<file path="config.mk">
export PLATFORM = sky130hd
export DESIGN_NAME = pkt_buf_sched
export DESIGN_NICKNAME = d
export VERILOG_FILES = /design/src/rtl/bpf_sched_pkg.sv /design/src/rtl/idx_fifo.sv /design/src/rtl/pkt_buf_sched.sv
export SDC_FILE = /design/constraint.sdc
export NUM_CORES = 1
export LEC_CHECK = 0
export CELL_PAD_IN_SITES_DETAIL_PLACEMENT = 2
export CELL_PAD_IN_SITES_GLOBAL_PLACEMENT = 2
export CORE_UTILIZATION = 31
export CTS_BUF_LIST = sky130_fd_sc_hd__clkbuf_4 sky130_fd_sc_hd__clkbuf_8
export DETAILED_ROUTE_END_ITERATION = 8
export PLACE_DENSITY_LB_ADDON = 0.08
export SETUP_SLACK_MARGIN = 0.5
export SLEW_MARGIN = 10
export SYNTH_ARGS = -nofsm -noshare
export SYNTH_HDL_FRONTEND = slang
export SYNTH_SLANG_ARGS = --single-unit
</file>
<file path="constraint.sdc">
create_clock -name clk -period 5.65 [get_ports clk]
set_clock_uncertainty 0.15 [all_clocks]
set_input_delay 1.13 -clock clk [delete_from_list [all_inputs] [get_ports clk]]
set_output_delay 1.13 -clock clk [all_outputs]
set_load 0.1 [all_outputs]
</file>
<file path="src/rtl/bpf_sched_pkg.sv">
// Shared types for the packet buffer scheduler.
// Holds the per-buffer state encoding and the buffer-count limit.
package bpf_sched_pkg;

    localparam int MAX_BUFS = 4;
    localparam int MIN_BUFS = 2;

    typedef enum logic [2:0] {
        ST_FREE  = 3'd0,
        ST_FILL  = 3'd1,
        ST_READY = 3'd2,
        ST_PROC  = 3'd3,
        ST_FWD   = 3'd4
    } buf_st_e;

    function automatic bit bufs_ok(int n);
        return (n >= MIN_BUFS) && (n <= MAX_BUFS);
    endfunction

endpackage

</file>
<file path="src/rtl/idx_fifo.sv">
// Register FIFO of {buffer index, packet length}; push+pop in one cycle ok.
// Ports: clk, rst, push/push_idx/push_len in, pop in, vld/head_idx/head_len out.
module idx_fifo #(
    parameter int DEPTH = 3,
    parameter int IW    = 2,
    parameter int LW    = 12
) (
    input  logic          clk,
    input  logic          rst,
    input  logic          push,
    input  logic [IW-1:0] push_idx,
    input  logic [LW-1:0] push_len,
    input  logic          pop,
    output logic          vld,
    output logic [IW-1:0] head_idx,
    output logic [LW-1:0] head_len
);

    localparam int PW = (DEPTH > 1) ? $clog2(DEPTH) : 1;
    localparam logic [PW-1:0] LAST = PW'(DEPTH - 1);
    localparam logic [PW:0]   FULL = (PW + 1)'(DEPTH);

    logic [IW-1:0] idx_q [DEPTH];
    logic [IW-1:0] idx_d [DEPTH];
    logic [LW-1:0] len_q [DEPTH];
    logic [LW-1:0] len_d [DEPTH];
    logic [PW-1:0] rd_q, rd_d;
    logic [PW-1:0] wr_q, wr_d;
    logic [PW:0]   cnt_q, cnt_d;
    logic          pop_ok;
    logic          push_ok;

    function automatic logic [PW-1:0] nxt(logic [PW-1:0] p);
        return (p == LAST) ? '0 : p + 1'b1;
    endfunction

    always_comb begin
        idx_d   = idx_q;
        len_d   = len_q;
        rd_d    = rd_q;
        wr_d    = wr_q;
        pop_ok  = pop & (cnt_q != '0);
        // A full FIFO still takes a push when the head leaves together.
        push_ok = push & ((cnt_q != FULL) | pop_ok);
        if (push_ok) begin
            idx_d[wr_q] = push_idx;
            len_d[wr_q] = push_len;
            wr_d        = nxt(wr_q);
        end
        if (pop_ok) begin
            rd_d = nxt(rd_q);
        end
        cnt_d = cnt_q + (PW + 1)'(push_ok) - (PW + 1)'(pop_ok);
    end

    always_ff @(posedge clk or posedge rst) begin
        if (rst) begin
            for (int i = 0; i < DEPTH; i++) begin
                idx_q[i] <= '0;
                len_q[i] <= '0;
            end
            rd_q  <= '0;
            wr_q  <= '0;
            cnt_q <= '0;
        end else begin
            idx_q <= idx_d;
            len_q <= len_d;
            rd_q  <= rd_d;
            wr_q  <= wr_d;
            cnt_q <= cnt_d;
        end
    end

    assign vld      = (cnt_q != '0);
    assign head_idx = idx_q[rd_q];
    assign head_len = len_q[rd_q];

endmodule

</file>
<file path="src/rtl/pkt_buf_sched.sv">
// Buffer ownership scheduler: snooper fill -> CPU filter -> forward drain.
// Ports: sn_* snooper alloc/done, cpu_* dispatch + acc/rej, fwd_* drain, err.
module pkt_buf_sched
    import bpf_sched_pkg::*;
#(
    parameter int NUM_BUFS  = 3,
    parameter int IDX_WIDTH = 2,
    parameter int LEN_WIDTH = 12
) (
    input  logic                 clk,
    input  logic                 rst,
    output logic                 sn_rdy,
    output logic [IDX_WIDTH-1:0] sn_buf,
    input  logic                 sn_done,
    input  logic [LEN_WIDTH-1:0] sn_len,
    output logic                 cpu_start,
    output logic [IDX_WIDTH-1:0] cpu_buf,
    output logic [LEN_WIDTH-1:0] cpu_len,
    input  logic                 acc,
    input  logic                 rej,
    output logic                 fwd_vld,
    output logic [IDX_WIDTH-1:0] fwd_buf,
    output logic [LEN_WIDTH-1:0] fwd_len,
    input  logic                 fwd_done,
    output logic                 err
);

    if (!bufs_ok(NUM_BUFS)) begin : g_bad_bufs
        $error("pkt_buf_sched: NUM_BUFS must be 2..4");
    end

    buf_st_e st_q [NUM_BUFS];
    buf_st_e st_d [NUM_BUFS];

    logic                 sn_rdy_q, sn_rdy_d;
    logic [IDX_WIDTH-1:0] sn_buf_q, sn_buf_d;
    logic                 cpu_start_q, cpu_start_d;
    logic [IDX_WIDTH-1:0] cpu_buf_q, cpu_buf_d;
    logic [LEN_WIDTH-1:0] cpu_len_q, cpu_len_d;
    logic                 busy_q, busy_d;
    logic                 err_q, err_d;

    logic                 rq_push, rq_pop, rq_vld;
    logic [IDX_WIDTH-1:0] rq_idx;
    logic [LEN_WIDTH-1:0] rq_len;
    logic                 fq_push, fq_pop, fq_vld;
    logic [IDX_WIDTH-1:0] fq_idx;
    logic [LEN_WIDTH-1:0] fq_len;

    logic                 sn_ok, sn_fill, cpu_ok, cpu_idle, bypass;
    logic                 free_vld;
    logic [IDX_WIDTH-1:0] free_idx;

    always_comb begin
        st_d        = st_q;
        sn_rdy_d    = sn_rdy_q;
        sn_buf_d    = sn_buf_q;
        cpu_start_d = 1'b0;
        cpu_buf_d   = cpu_buf_q;
        cpu_len_d   = cpu_len_q;
        busy_d      = busy_q;

        sn_ok   = sn_done & sn_rdy_q;
        sn_fill = sn_ok & (sn_len != '0);
        cpu_ok  = busy_q & (acc | rej);
        fq_pop  = fwd_done & fq_vld;
        fq_push = cpu_ok & acc & ~rej;

        err_d = err_q
              | (sn_done & ~sn_rdy_q)
              | ((acc | rej) & ~busy_q)
              | (acc & rej)
              | (fwd_done & ~fq_vld);

        if (sn_ok) begin
            st_d[sn_buf_q] = sn_fill ? ST_READY : ST_FREE;
            sn_rdy_d       = 1'b0;
        end

        if (fq_pop) begin
            st_d[fq_idx] = ST_FREE;
        end

        if (cpu_ok) begin
            st_d[cpu_buf_q] = fq_push ? ST_FWD : ST_FREE;
            busy_d          = 1'b0;
        end

        // Fresh fill goes straight to an idle CPU when nothing is queued,
        // so sn_done -> cpu_start takes one cycle.
        cpu_idle = ~busy_q | cpu_ok;
        rq_pop   = cpu_idle & rq_vld;
        bypass   = cpu_idle & ~rq_vld & sn_fill;
        rq_push  = sn_fill & ~bypass;

        if (rq_pop) begin
            st_d[rq_idx] = ST_PROC;
            cpu_buf_d    = rq_idx;
            cpu_len_d    = rq_len;
        end else if (bypass) begin
            st_d[sn_buf_q] = ST_PROC;
            cpu_buf_d      = sn_buf_q;
            cpu_len_d      = sn_len;
        end
        if (rq_pop | bypass) begin
            busy_d      = 1'b1;
            cpu_start_d = 1'b1;
        end

        // Lowest-index FREE buffer after this cycle's releases.
        free_vld = 1'b0;
        free_idx = '0;
        for (int i = NUM_BUFS - 1; i >= 0; i--) begin
            if (st_d[i] == ST_FREE) begin
                free_vld = 1'b1;
                free_idx = IDX_WIDTH'(i);
            end
        end
        if (!sn_rdy_q && free_vld) begin
            st_d[free_idx] = ST_FILL;
            sn_rdy_d       = 1'b1;
            sn_buf_d       = free_idx;
        end
    end

    always_ff @(posedge clk or posedge rst) begin
        if (rst) begin
            for (int i = 0; i < NUM_BUFS; i++) begin
                st_q[i] <= ST_FREE;
            end
            sn_rdy_q    <= 1'b0;
            sn_buf_q    <= '0;
            cpu_start_q <= 1'b0;
            cpu_buf_q   <= '0;
            cpu_len_q   <= '0;
            busy_q      <= 1'b0;
            err_q       <= 1'b0;
        end else begin
            st_q        <= st_d;
            sn_rdy_q    <= sn_rdy_d;
            sn_buf_q    <= sn_buf_d;
            cpu_start_q <= cpu_start_d;
            cpu_buf_q   <= cpu_buf_d;
            cpu_len_q   <= cpu_len_d;
            busy_q      <= busy_d;
            err_q       <= err_d;
        end
    end

    idx_fifo #(
        .DEPTH (NUM_BUFS),
        .IW    (IDX_WIDTH),
        .LW    (LEN_WIDTH)
    ) u_ready_fifo (
        .clk      (clk),
        .rst      (rst),
        .push     (rq_push),
        .push_idx (sn_buf_q),
        .push_len (sn_len),
        .pop      (rq_pop),
        .vld      (rq_vld),
        .head_idx (rq_idx),
        .head_len (rq_len)
    );

    idx_fifo #(
        .DEPTH (NUM_BUFS),
        .IW    (IDX_WIDTH),
        .LW    (LEN_WIDTH)
    ) u_fwd_fifo (
        .clk      (clk),
        .rst      (rst),
        .push     (fq_push),
        .push_idx (cpu_buf_q),
        .push_len (cpu_len_q),
        .pop      (fq_pop),
        .vld      (fq_vld),
        .head_idx (fq_idx),
        .head_len (fq_len)
    );

    assign sn_rdy    = sn_rdy_q;
    assign sn_buf    = sn_buf_q;
    assign cpu_start = cpu_start_q;
    assign cpu_buf   = cpu_buf_q;
    assign cpu_len   = cpu_len_q;
    assign fwd_vld   = fq_vld;
    assign fwd_buf   = fq_idx;
    assign fwd_len   = fq_len;
    assign err       = err_q;

endmodule

</file>
# Yosys cells after proc, flatten, opt, wreduce, memory -nomap -nowiden
# Cells that the tools add are included.
[classes] n_addsub=8 order_cmp=16 n_eq_ne=6 muxes=63 n_bitwise=53 n_reduce_logical=18
[ops] cell="12-bit 2-to-1 mux" n=8
[ops] cell="36-bit bitwise mux" n=2
[ops] cell="9-bit 2-to-1 mux" n=6
[ops] cell="12-bit binary-select mux with 2-bit select" n=2
[ops] cell="12-bit demux with 2-bit select" n=2
[ops] cell="2-bit 2-to-1 mux" n=16
[ops] cell="3-bit demux with 2-bit select" n=5
[ops] cell="3-bit greater-or-equal comparator, second input constant" n=9
[ops] cell="2-bit inverter with 3-bit output" n=9
[ops] cell="3-bit by 1-bit less-than comparator with 1-bit output, second input constant" n=7
[ops] cell="1-bit bitwise AND" n=18
[ops] cell="9-bit bitwise mux" n=2
[ops] cell="3-bit 2-to-1 mux" n=6
[ops] cell="6-bit bitwise mux" n=2
[ops] cell="6-bit OR" n=2
[ops] cell="12-bit nonzero test" n=1
[ops] cell="9-bit bitwise AND" n=1
[ops] cell="3-bit zero test" n=3
[ops] cell="9-bit inverter" n=1
[ops] cell="1-bit OR" n=9
[ops] cell="2-bit by 1-bit adder with 2-bit output, second input constant" n=4
[ops] cell="2-bit binary-select mux with 2-bit select" n=2
[ops] cell="2-bit demux with 2-bit select" n=2
[ops] cell="2-bit equality test, second input constant" n=4
[ops] cell="other kinds (14)" n=41
[word_totals] reg_bits=127 in_bits=18 output_inout_bits=34 elab_cells=192

# Longest topological paths before layout
[logic_depth] word_depth=29 ltp_mapped=11 depth_no_buf=10

# Modules after synthesis
# Synthesis repeated with hierarchy kept, for this count alone.
[hier_totals] hier_cells=506 hier_area_um2=6182.2
[by_module_without_submodules] mod="idx_fifo" instances=2 cells_each=166 area_per_inst_um2=2248.4 seq_area_each_um2=1226.2
[by_module_without_submodules] mod="pkt_buf_sched" instances=1 cells_each=174 area_per_inst_um2=1685.4 seq_area_each_um2=725.7

# Worst setup path after synthesis
# OpenSTA, ideal clock, no wires.
[synth_timing] kind="register -> output" startpoint="register u_fwd_fifo.rd_q[0]" endpoint="output fwd_len[1]" arrival_time_ns=3.200 t_required_ns=4.370 path_slack_ns=1.170 stages_incl_launch_ff=5 n_path_buf=2 cell_sequence="dfrtp_1 buf_2 buf_1 mux2i_1 o21ai_0"
[synth_between] elab_chain_len=4
[synth_rtl] element="start: declaration" line="idx_fifo.sv:27" rtl="logic [PW-1:0] rd_q, rd_d;"
[synth_rtl] element="start signal: assignment" line="idx_fifo.sv:68" rtl="rd_q <= rd_d;"
[synth_rtl] element="2-bit inverter with 3-bit output (implied by the code)" line="idx_fifo.sv:76" rtl="assign head_len = len_q[rd_q];"
[synth_rtl] element="12-bit binary-select mux with 2-bit select" line="idx_fifo.sv:76"
[synth_rtl] element="12-bit 2-to-1 mux (implied by the code) (2 in a row)" line="idx_fifo.sv:76"
[synth_rtl] element="end: declaration" line="pkt_buf_sched.sv:23" rtl="output logic [LEN_WIDTH-1:0] fwd_len,"
# No other way between the ends. The select of a mux whose other input is x is not followed.

# Worst setup path after layout
[layout_timing] startpoint="register u_fwd_fifo.rd_q[0]" endpoint="output fwd_buf[0]"
[layout_between] elab_chain_len=4
[layout_rtl] element="2-bit inverter with 3-bit output (implied by the code)" line="idx_fifo.sv:75" rtl="assign head_idx = idx_q[rd_q];"
[layout_rtl] element="2-bit binary-select mux with 2-bit select" line="idx_fifo.sv:75"
[layout_rtl] element="2-bit 2-to-1 mux (implied by the code) (2 in a row)" line="idx_fifo.sv:75"
[layout_rtl] element="end: declaration" line="pkt_buf_sched.sv:22" rtl="output logic [IDX_WIDTH-1:0] fwd_buf,"
# No other way between the ends. The select of a mux whose other input is x is not followed.

==> flow_metrics.py <==
metrics = {
    "status": {
        "status": "finished, final reports clean",
    },
    "placed_design": {
        "place_congestion": 0.738,
        "place_area_sq_um": 6880,
        "port_buffers": 51,
        "hpwl_microns": 11000,
        "place_ws_ps": 1350,
    },
    "critical_path": {
        "timing.rr.end": "sn_buf[1]$_DFFE_PP0N_",
        "cp.arrival_ps": 3440,
        "crit_type": "reg -> out",
        "cp.required_ps": 4370,
        "r2r_start": "u_fwd_fifo.rd_q[0]$_DFFE_PP0P_",
        "r2r_setup_slack_ps": 2480,
        "start_kind": "flip-flop",
        "reg2reg_depth": 7,
        "cp_max_fo": 26,
        "cp-end-kind": "output pin",
    },
    "routing": {
        "first_pass_iters": 4,
        "ant_nets": 0,
        "wl_per_cell_microns": 19.2,
        "vias": 4202,
        "via_per_inst": 4.98,
        "drc": 0,
        "wl_microns": 16200,
        "drt_iter0_drc": 124,
    },
    "die": {
        "die_height_microns": 142,
        "coreArea_sq_um": 19000,
        "std_cell_rows": 50,
        "die_w_microns": 142,
        "dieArea_sq_um": 20200,
        "start_util_pct": 32.1,
        "io-pin-count": 52,
    },
    "yosys": {
        "yosysTopAreaCell": "dfrtp_1",
        "synthTopCellsByArea": "dfrtp_1 52%, mux2_2 15%, mux2i_1 4.6%, nand2_1 3.9%, o21ai_0 3.2%",
        "async_reset_ff_share_pct": 100,
        "ys_seq_elements": 127,
        "ys_types": 65,
        "synth-edff-count": 0,
        "avgSynthCellArea_sq_um": 11.8,
        "netlist.area_leader.share_pct": 52.1,
        "synth.yosys.warnings": 0,
        "synthCells": 518,
        "syn-num-nets": 542,
        "yosysMostFrequentCell": "dfrtp_1",
        "synth_common_cells": "127 x dfrtp_1, 82 x mux2_2, 63 x nand2_1",
        "syn_area_sq_um": 6100,
        "yosysSeqAreaShare_pct": 52.1,
        "synthFlopType": "dfrtp_1",
    },
    "global_route": {
        "grt_usage_pct": 17.6,
        "grt_pass1_vias": 4831,
        "overflow": 0,
        "antenna_found_initial": 0,
        "grt_pass1_wl_microns": 26900,
        "grt_max_degree": 57,
    },
    "clock_network": {
        "cts-root-buf": "clkbuf_8",
        "cts_setup_buffers": 0,
        "clk_transition_reported_paths_ps": 80,
        "ctsResizeCount": 0,
        "cts_sinks": 127,
        "cts_max_level": 4,
        "clock_latency_ps": 450,
        "cts_made_buffers": 17,
        "hold_buffers": 0,
        "cts_tree": "built",
        "cts_max_path_buffers": 2,
    },
    "layout": {
        "antennaDiodeCount": 0,
        "regArea_sq_um": 3180,
        "layout.nets": 595,
        "fill_cells": 2012,
        "drive_gt1_share_pct": 25.5,
        "syn_to_final_growth_pct": 19.4,
        "multi_input_area_sq_um": 2740,
        "fin_area_sq_um": 7280,
    },
    "sta": {
        "min_period_over_period_pct": 83.6,
        "fmax_mhz": 212,
        "finalCriticalPeriod_ps": 4720,
        "max_slew_margin_pct": 21.7,
        "worstMarginPinSlew_ps": 1170,
        "rsz0062_at_grt": "false",
        "setup_slack_ps": 928,
        "setup_tns_ps": 0,
        "setup_violations": 0,
        "finalHoldViolCount": 0,
        "maxSlewViolCount": 0,
    },
    "min_path": {
        "hold_depth": 2,
        "hold_end": "err$_DFF_PP0_",
        "hold_class": "reg -> reg",
        "hp-start": "err$_DFF_PP0_",
    },
    "run": {
        "maxCapViolCount": 0,
    },
}
==> metrics by stage <==
stage,util (%),hold WS [ps],std cells
2_1_floorplan,-,314,518
3_3_place_gp,36.2,316,812
3_5_place_dp,36.2,341,812
4_1_cts,38.3,362,844
5_1_grt,38.3,379,844
6_report,38.3,356,844
==> kinds of logic after synthesis <==
family | share of synthesized area (%)
AND/OR/NAND/NOR | 11.1
flip-flops | 52.1
multiplexers | 20.1
AO/OA/AOI/OAI | 11.5
buffers and inverters | 3.24
adder cells (fa/ha/maj) | 1.48
XOR/XNOR | 0.574
==> sequential cells by signal, summed over array words and instances (netlist names), 2 cells and up <==
register            flops
cpu_len                12
u_ready_fifo.idx_q      6
u_fwd_fifo.idx_q        6
cpu_buf                 2
st_q                    9
u_ready_fifo.cnt_q      3
sn_buf                  2
u_fwd_fifo.rd_q         2
u_ready_fifo.rd_q       2
u_ready_fifo.wr_q       2
u_fwd_fifo.cnt_q        3
u_ready_fifo.len_q     36
u_fwd_fifo.len_q       36
u_fwd_fifo.wr_q         2
==> critical path, stage by stage, from the launching register on <==
cell             delay [ps]
dfrtp_1                 820
nor2b_1                 670
a2bb2oi_1               220
inv_1                   140
clkdlybuf4s50_1        1140
==> area by class of cell <==
| type | instances | area share (%) |
|---|---|---|
| multi-input cells | 349 | 37.6 |
| clock inverters | 14 | 2.16 |
| well taps | 260 | 4.47 |
| inverters | 17 | 0.910 |
| flip-flops and latches | 127 | 43.6 |
| clock buffers | 18 | 3.40 |
| repair buffers | 59 | 7.83 |
==> routing by layer <==
layer / share of wire [%] / routed length (microns) / up-vias / track usage (%)
met1: 48 / 7770 / 2174 / 23.3
met4: 1.3 / 208 / 0 / 4.92
met3: 2.3 / 379 / 16 / 3.77
li1: - / - / 1962 / -
met2: 49 / 7870 / 50 / 29.0
met5: 0 / 0 / - / 0
==> placed cells by master (no fill, tap or decap), types with 3 or more instances in the layout <==
cell type	Yosys	routed
nor2b_1	4	4
xnor2_1	4	4
inv_1	14	13
inv_2	3	3
o21ai_0	39	39
clkbuf_8	0	18
inv_6	0	4
mux2i_1	28	28
a21oi_1	4	4
o22ai_1	7	7
clkinv_4	0	3
ha_1	4	4
nor4_1	5	5
nor3_1	6	5
nand2_1	63	63
nor2_1	13	12
dfrtp_1	127	127
o211ai_1	16	16
buf_4	6	8
nand3b_1	3	3
mux2_2	82	82
nor3_2	2	3
or3_1	3	3
clkdlybuf4s50_1	0	51
a21o_1	5	5
o31ai_1	3	3
nand2b_1	3	3
and3_1	3	3
==> worst max-delay path by stage <==
stage               slack, ps  cells after the start                      startpoint                 end
global placement         1390                      4  u_fwd_fifo.rd_q[0]$_DFFE_PP0P_          fwd_buf[0]
finish                    930                      4  u_fwd_fifo.rd_q[0]$_DFFE_PP0P_          fwd_buf[0]
floorplan                 990                      1                             rst  busy_q$_DFFE_PP0P_
detailed placement       1350                      4  u_fwd_fifo.rd_q[0]$_DFFE_PP0P_          fwd_buf[0]
CTS                       820                      4  u_fwd_fifo.rd_q[0]$_DFFE_PP0P_          fwd_buf[0]
global route              670                      4  u_fwd_fifo.rd_q[0]$_DFFE_PP0P_          fwd_buf[0]
Power is not shown: default switching activity piles up to over one toggle a cycle in this logic, so the estimate is an artifact.
